$ cat src/rtl/fsb_master_if.sv
// Fast system bus signal bundle between initiator and responder.
// Master drives address/strobes/data-out; slave drives data-in and terminations.
interface fsb_master_if;
    logic [2:0]  FC;
    logic [22:0] A;
    logic        RnW;
    logic        nAS;
    logic        nUDS;
    logic        nLDS;
    logic [15:0] DOut;
    logic        DOE;
    logic [15:0] DIn;
    logic        nDTACK;
    logic        nVPA;
    logic        nBERR;

    modport master (
        output FC, A, RnW, nAS, nUDS, nLDS, DOut, DOE,
        input  DIn, nDTACK, nVPA, nBERR
    );

    modport slave (
        input  FC, A, RnW, nAS, nUDS, nLDS, DOut, DOE,
        output DIn, nDTACK, nVPA, nBERR
    );
endinterface

$ cat src/rtl/fsb_master.sv
// Fast system bus initiator: turns one client word request into a bus cycle.
// Ports: FCLK/Reset; client Req/Write/ReqFC/ReqA/ReqBE/WrData in,
// RdData/Done/Err/Avec/Busy out; bus = fsb_master_if master modport.
module fsb_master #(
    parameter int unsigned TIMEOUT = 255
) (
    input  logic        FCLK,
    input  logic        Reset,
    input  logic        Req,
    input  logic        Write,
    input  logic [2:0]  ReqFC,
    input  logic [22:0] ReqA,
    input  logic [1:0]  ReqBE,
    input  logic [15:0] WrData,
    output logic [15:0] RdData,
    output logic        Done,
    output logic        Err,
    output logic        Avec,
    output logic        Busy,
    fsb_master_if.master bus
);
    typedef enum logic [2:0] {
        IDLE, S1, S2, WAIT, TERM, REC
    } state_t;

    state_t      r_state;
    state_t      w_next;
    logic [2:0]  r_fc;
    logic [22:0] r_a;
    logic        r_rnw;
    logic [1:0]  r_be;
    logic [15:0] r_wdata;
    logic [15:0] r_rddata;
    logic        r_err;
    logic        r_avec;
    logic        r_armed;
    logic [7:0]  r_wd;

    logic w_accept;
    logic w_smp;
    logic w_berr;
    logic w_dtack;
    logic w_vpa;
    logic w_tmo;
    logic w_term;
    logic w_nas;
    logic w_nuds;
    logic w_nlds;
    logic w_doe;
    logic w_done;
    logic w_busy;

    // Only start once the previous responder has let go of all terminations.
    assign w_accept = Req & bus.nDTACK & bus.nVPA & bus.nBERR;
    // First WAIT cycle is never sampled, so early terminations are held off.
    assign w_smp    = (r_state == WAIT) & r_armed;
    assign w_berr   = ~bus.nBERR;
    assign w_dtack  = ~bus.nDTACK;
    assign w_vpa    = ~bus.nVPA;
    assign w_tmo    = (r_wd == 8'(TIMEOUT));
    assign w_term   = w_smp & (w_berr | w_dtack | w_vpa | w_tmo);

    always_ff @(posedge FCLK) begin
        if (Reset) r_state <= IDLE;
        else       r_state <= w_next;
    end

    always_comb begin
        w_next = r_state;
        w_nas  = 1'b1;
        w_nuds = 1'b1;
        w_nlds = 1'b1;
        w_doe  = 1'b0;
        w_done = 1'b0;
        w_busy = 1'b1;
        unique case (r_state)
            IDLE: begin
                w_busy = 1'b0;
                if (w_accept) w_next = S1;
            end
            S1: begin
                w_doe  = ~r_rnw;
                w_next = S2;
            end
            S2: begin
                w_nas = 1'b0;
                w_doe = ~r_rnw;
                // Reads strobe with nAS; writes wait for data to settle.
                if (r_rnw) begin
                    w_nuds = ~r_be[1];
                    w_nlds = ~r_be[0];
                end
                w_next = WAIT;
            end
            WAIT: begin
                w_nas  = 1'b0;
                w_doe  = ~r_rnw;
                w_nuds = ~r_be[1];
                w_nlds = ~r_be[0];
                if (w_term) w_next = TERM;
            end
            TERM: begin
                w_done = 1'b1;
                w_next = REC;
            end
            REC: begin
                w_next = IDLE;
            end
            default: begin
                w_next = IDLE;
            end
        endcase
    end

    always_ff @(posedge FCLK) begin
        if (Reset) begin
            r_fc     <= '0;
            r_a      <= '0;
            r_rnw    <= 1'b1;
            r_be     <= 2'b11;
            r_wdata  <= '0;
            r_rddata <= '0;
            r_err    <= 1'b0;
            r_avec   <= 1'b0;
            r_armed  <= 1'b0;
            r_wd     <= '0;
        end else begin
            r_armed <= (r_state == WAIT);
            if (r_state == IDLE && w_accept) begin
                r_fc    <= ReqFC;
                r_a     <= ReqA;
                r_rnw   <= ~Write;
                r_be    <= (ReqBE == 2'b00) ? 2'b11 : ReqBE;
                r_wdata <= WrData;
            end
            if (r_state == S2) r_wd <= '0;
            if (w_smp) begin
                if (w_berr) begin
                    r_err <= 1'b1;
                end else if (w_dtack) begin
                    if (r_rnw) r_rddata <= bus.DIn;
                end else if (w_vpa) begin
                    r_avec <= 1'b1;
                end else if (w_tmo) begin
                    r_err <= 1'b1;
                end else if (r_wd != 8'hFF) begin
                    r_wd <= r_wd + 8'd1;
                end
            end
            if (r_state == TERM) begin
                r_err  <= 1'b0;
                r_avec <= 1'b0;
            end
            if (r_state == REC) r_rnw <= 1'b1;
        end
    end

    assign bus.FC   = r_fc;
    assign bus.A    = r_a;
    assign bus.RnW  = r_rnw;
    assign bus.nAS  = w_nas;
    assign bus.nUDS = w_nuds;
    assign bus.nLDS = w_nlds;
    assign bus.DOut = r_wdata;
    assign bus.DOE  = w_doe;

    assign RdData = r_rddata;
    assign Done   = w_done;
    assign Err    = r_err;
    assign Avec   = r_avec;
    assign Busy   = w_busy;
endmodule

$ cat src/flat_wrapper.sv
// flat-port wrapper written by rule: the top's interface ports become plain ports
module fsb_master_flat 
#(
    parameter int unsigned TIMEOUT = 255
)
  (FCLK, Reset, Req, Write, ReqFC, ReqA, ReqBE, WrData, RdData, Done, Err, Avec, Busy, bus_FC, bus_A, bus_RnW, bus_nAS, bus_nUDS, bus_nLDS, bus_DOut, bus_DOE, bus_DIn, bus_nDTACK, bus_nVPA, bus_nBERR);
  fsb_master_if bus_i ();
  input  logic FCLK;
  input  logic Reset;
  input  logic Req;
  input  logic Write;
  input  logic [2:0] ReqFC;
  input  logic [22:0] ReqA;
  input  logic [1:0] ReqBE;
  input  logic [15:0] WrData;
  output logic [15:0] RdData;
  output logic Done;
  output logic Err;
  output logic Avec;
  output logic Busy;
  output wire logic [$bits(bus_i.FC)-1:0] bus_FC;
  output wire logic [$bits(bus_i.A)-1:0] bus_A;
  output wire logic [$bits(bus_i.RnW)-1:0] bus_RnW;
  output wire logic [$bits(bus_i.nAS)-1:0] bus_nAS;
  output wire logic [$bits(bus_i.nUDS)-1:0] bus_nUDS;
  output wire logic [$bits(bus_i.nLDS)-1:0] bus_nLDS;
  output wire logic [$bits(bus_i.DOut)-1:0] bus_DOut;
  output wire logic [$bits(bus_i.DOE)-1:0] bus_DOE;
  input wire logic [$bits(bus_i.DIn)-1:0] bus_DIn;
  input wire logic [$bits(bus_i.nDTACK)-1:0] bus_nDTACK;
  input wire logic [$bits(bus_i.nVPA)-1:0] bus_nVPA;
  input wire logic [$bits(bus_i.nBERR)-1:0] bus_nBERR;
  assign bus_FC = bus_i.FC;
  assign bus_A = bus_i.A;
  assign bus_RnW = bus_i.RnW;
  assign bus_nAS = bus_i.nAS;
  assign bus_nUDS = bus_i.nUDS;
  assign bus_nLDS = bus_i.nLDS;
  assign bus_DOut = bus_i.DOut;
  assign bus_DOE = bus_i.DOE;
  assign bus_i.DIn = bus_DIn;
  assign bus_i.nDTACK = bus_nDTACK;
  assign bus_i.nVPA = bus_nVPA;
  assign bus_i.nBERR = bus_nBERR;
  fsb_master #(.TIMEOUT(TIMEOUT)) u_core (.FCLK(FCLK), .Reset(Reset), .Req(Req), .Write(Write), .ReqFC(ReqFC), .ReqA(ReqA), .ReqBE(ReqBE), .WrData(WrData), .RdData(RdData), .Done(Done), .Err(Err), .Avec(Avec), .Busy(Busy), .bus(bus_i));
endmodule
$ cat config.mk
export PLATFORM = sky130hd
export DESIGN_NAME = fsb_master_flat
export DESIGN_NICKNAME = d
export VERILOG_FILES = /design/src/rtl/fsb_master_if.sv /design/src/rtl/fsb_master.sv /design/src/flat_wrapper.sv
export SDC_FILE = /design/constraint.sdc
export NUM_CORES = 1
export LEC_CHECK = 0
export CAP_MARGIN = 20
export CORE_ASPECT_RATIO = 1.25
export CORE_MARGIN = 4
export CORE_UTILIZATION = 30
export CTS_CLUSTER_DIAMETER = 100
export DETAILED_ROUTE_END_ITERATION = 10
export SLEW_MARGIN = 20
export SYNTH_ARGS = -nofsm -noshare
export SYNTH_HDL_FRONTEND = slang
export SYNTH_SLANG_ARGS = --single-unit
$ cat constraint.sdc
create_clock -name FCLK -period 1.8 [get_ports FCLK]
set_input_delay 0.18 -clock FCLK [delete_from_list [all_inputs] [get_ports FCLK]]
set_output_delay 0.18 -clock FCLK [all_outputs]
set_load 0.1 [all_outputs]
==> impl_metrics.csv <==
group,metric,value,unit
synthesis,synthMuxAreaShare,5.447,%
die,die_w,96.55,µm
min_path,whs_path_depth,3,
layout,area_growth_syn_to_layout,59.66,%
layout,layout-drive-gt1-share,22.68,%
die,chipHeight,118.7,µm
global_routing,grt_pass1_wl,13.57,mm
critical_path,cp_num_cells,5,
power_and_ir_drop,report.power.total,4.077,mW
critical_path,max_stage_delay,0.43,ns
critical_path,criticalPathCategory,"reg -> reg",
clock_tree,ctsHoldBuffers,0,
sta,drv_slew,0,
clock_tree,cts_tree,"built",
detailed_routing,viasPerCell,4.700,
critical_path,r2r-start,"u_core.r_state[0]$_SDFFE_PP0P_",
min_path,min_from,"ReqA[6]",
critical_path,crit_family,"simple AND/OR/NAND/NOR gates",
synthesis,netlist_area,0.002940,mm²
sta,hold_ws,0.3980,ns
die,coreArea,0.009609,mm²
clock_tree,ctsHtreeMaxLevel,3,
detailed_routing,drcViolationCount,0,
global_routing,grt_max_degree,45,
detailed_routing,vias,2872,
sta,fin_crit_sh,92.62,%
detailed_routing,drt_first_iter_violations,118,
power_and_ir_drop,leakage,1.960,nW
synthesis,synth.distinct_cells,42,
clock_tree,cts_buffers,9,
clock_tree,cts-resized-gates,0,
sta,setup_ws,0.1328,ns
critical_path,end_kind,"register",
detailed_routing,routedWlPerCell,13.99,µm
detailed_routing,drtAntennaViolNets,0,
synthesis,synth-seq-cells,75,
layout,final_cells,611,
critical_path,worst-path-buf-inv,1,
power_and_ir_drop,powerDensity,868.5,mW/mm²
placement,dp.cells,595,
run,drv_cap,0,
min_path,min_to,"u_core.bus.A[6]$_SDFFE_PP0P_",
synthesis,yosys.area.top_type,"dfxtp_1",
sta,tns,0,ns
die,rows,40,
global_routing,grtUsageTotal,15.23,%
critical_path,rr_endpoint,"u_core.RdData[8]$_SDFFE_PP0P_",
sta,hold_viol_final,0,
synthesis,synth_area_leaders,"dfxtp_1 (51%), nand2_1 (12%), a21oi_1 (8.0%), mux2i_1 (5.4%), nor2_1 (3.1%)",
sta,layout_min_cycle_time,1.667,ns
critical_path,reg2reg_depth,5,
synthesis,synth.net_count,409,
sta,max_freq,599.8,MHz
sta,worstMarginPinSlew,0.7601,ns
layout,num-nets-final,548,
global_routing,antenna_found_initial,0,
clock_tree,cts_setup_buffers,0,
synthesis,synth_ff_type,"dfxtp_1",
critical_path,cp_slowest_cell,"and4b_1",
die,ios,134,
outcome,status,"completed",
synthesis,synth-async-reset-ratio,0,%
clock_tree,clock-root-buffer,"clkbuf_16",
power_and_ir_drop,peakVddDrop,0.3956,mV
placement,dp.final_hpwl,6.253,mm
critical_path,required,1.98,ns
placement,dpl_worst_slack,0.1097,ns
synthesis,synth_xor_area_share,0,%
synthesis,synthCells,341,
critical_path,r2r_slack,0.13,ns
synthesis,synth-edff-count,0,
critical_path,cp-start-kind,"register",
global_routing,grt_overflow,0,
detailed_routing,firstDrtPassIters,4,
clock_tree,cts.sinks,75,
sta,rsz0062_at_grt,"no",
synthesis,yosys.area_share.simple,24.34,%
synthesis,yosys.area_share.adder,0.4255,%
synthesis,synth_compound_area_share,13.66,%
placement,portBuffers,133,
critical_path,crit_chain,"and4b_1 > nand4b_1 > buf_12 > mux2i_1 > nor2_1",
synthesis,synth_top_family_by_area,"simple AND/OR/NAND/NOR gates",
global_routing,grt_pass1_vias,2850,
critical_path,cp.arrival,1.84,ns
die,die-area,0.01146,mm²
clock_tree,clk_pin_slew,0.06,ns
synthesis,syn_area_per_cell,8.623,µm²
detailed_routing,detail_route.wirelength,8.545,mm
die,initial_core_util,30.60,%
sta,skew,0.003208,ns
critical_path,path_max_fanout,16,
min_path,min_path_type,"in -> reg",
synthesis,yosys_warnings,0,
sta,relSlewSlack,49.32,%
synthesis,yosysTopAreaCellShare,51.06,%
placement,globalplace.congestion,0.7667,
clock_tree,clk_latency,0.33,ns
sta,setup_viol,0,
layout,antenna_cells,0,
clock_tree,cts_buffer_depth,2,
synthesis,ys_seq_area_share,51.06,%
==> tightest hold or removal path: cells and delay by family <==
| kind | cells | cell delay, ns |
|---|---|---|
| AND/OR/NAND/NOR | 1 | 0.06 |
| AO/OA/AOI/OAI | 1 | 0.05 |
| buffers and inverters | 1 | 0.39 |
==> flip-flops by register name, summed over array words and instances (netlist names) <==
| register | flops |
|---|---|
| u_core.bus.A | 23 |
| u_core.RdData | 16 |
| u_core.bus.DOut | 16 |
| u_core.r_wd | 8 |
| u_core.bus.FC | 3 |
| u_core.r_state | 3 |
| u_core.r_be | 2 |
| u_core.Avec | 1 |
| u_core.Err | 1 |
| u_core.bus.RnW | 1 |
| u_core.r_armed | 1 |
==> cells in the mapped netlist, types with 2 or more instances <==
master     n
nand2_1   94
buf_6      7
o31ai_1    2
clkbuf_1   8
buf_2      4
nand2b_1   2
and3_1     4
o21bai_1   2
nand3_1    9
dfxtp_1   75
nor2_1    24
or3_1      3
o21ai_0    2
a31oi_1    3
nor3_1     5
and2_1     2
nand4b_1   2
inv_1      2
nand4_1    5
mux2i_1   16
a21oi_1   47
nor2b_1    2
nor3b_1    2
==> report_power, final <==
part | total [mW] | internal [mW] | switching [mW]
Clock | 1.84 | 1.18 | 0.664
Sequential | 1.70 | 1.68 | 0.0144
Combinational | 0.533 | 0.220 | 0.314
Total | 4.08 | 3.09 | 0.992
==> how the worst max path moves through the flow <==
stage,startpoint,to,slack [ns]
after floorplan,u_core.r_state[2]$_SDFFE_PP0P_,bus_nLDS,0.05
after global placement,bus_nDTACK,u_core.r_wd[7]$_SDFF_PP0_,0.15
after detailed placement,bus_nDTACK,u_core.r_wd[7]$_SDFF_PP0_,0.11
after CTS,u_core.r_state[2]$_SDFFE_PP0P_,bus_nUDS,0.12
after global routing,u_core.r_state[2]$_SDFFE_PP0P_,bus_nUDS,0.03
final,u_core.r_state[0]$_SDFFE_PP0P_,u_core.RdData[8]$_SDFFE_PP0P_,0.13
==> cell usage in the layout (no fill, tap or decap), types with 9 or more instances in the layout <==
master	n
a21oi_1	47
buf_12	10
buf_4	73
clkbuf_16	9
clkdlybuf4s50_1	65
dfxtp_1	74
mux2i_1	16
nand2_1	94
nand3_1	9
nor2_1	24
==> layout make-up <==
type / count / area [µm²]
Clock inverter: 4 / 47.55
Tap cell: 126 / 157.7
Timing Repair Buffer: 149 / 1404
Inverter: 2 / 7.507
Clock buffer: 12 / 266.5
Multi-Input combinational cell: 243 / 1309
Sequential cell: 75 / 1503
Fill cell: 941 / 4915
==> logic make-up (layout without fill, tap and decap cells) <==
family	count (synthesis)	in the layout
AO/OA/AOI/OAI	66	66
adder cells (fa/ha/maj)	1	1
buffers and inverters	23	167
flip-flops	75	75
multiplexers	16	16
AND/OR/NAND/NOR	160	160
==> routing by layer <==
| metal | up-vias | GRT usage, % | routed length (µm) |
|---|---|---|---|
| li1 | 1439 | - | - |
| met1 | 1320 | 16.95 | 3373 |
| met2 | 97 | 27.03 | 4448 |
| met3 | 16 | 3.756 | 528 |
| met4 | 0 | 5.965 | 194 |
| met5 | - | 0 | 0 |
==> per-stage QoR <==
| stage | area (µm²) | util (%) |
|---|---|---|
| floorplan | 2960 | - |
| global placement | 4380 | 45.59 |
| detailed placement | 4380 | 45.59 |
| CTS | 4695 | 48.85 |
| global route | 4695 | 48.85 |
| finish | 4695 | 48.85 |
No activity file was read; power rests on OpenSTA's default activity.
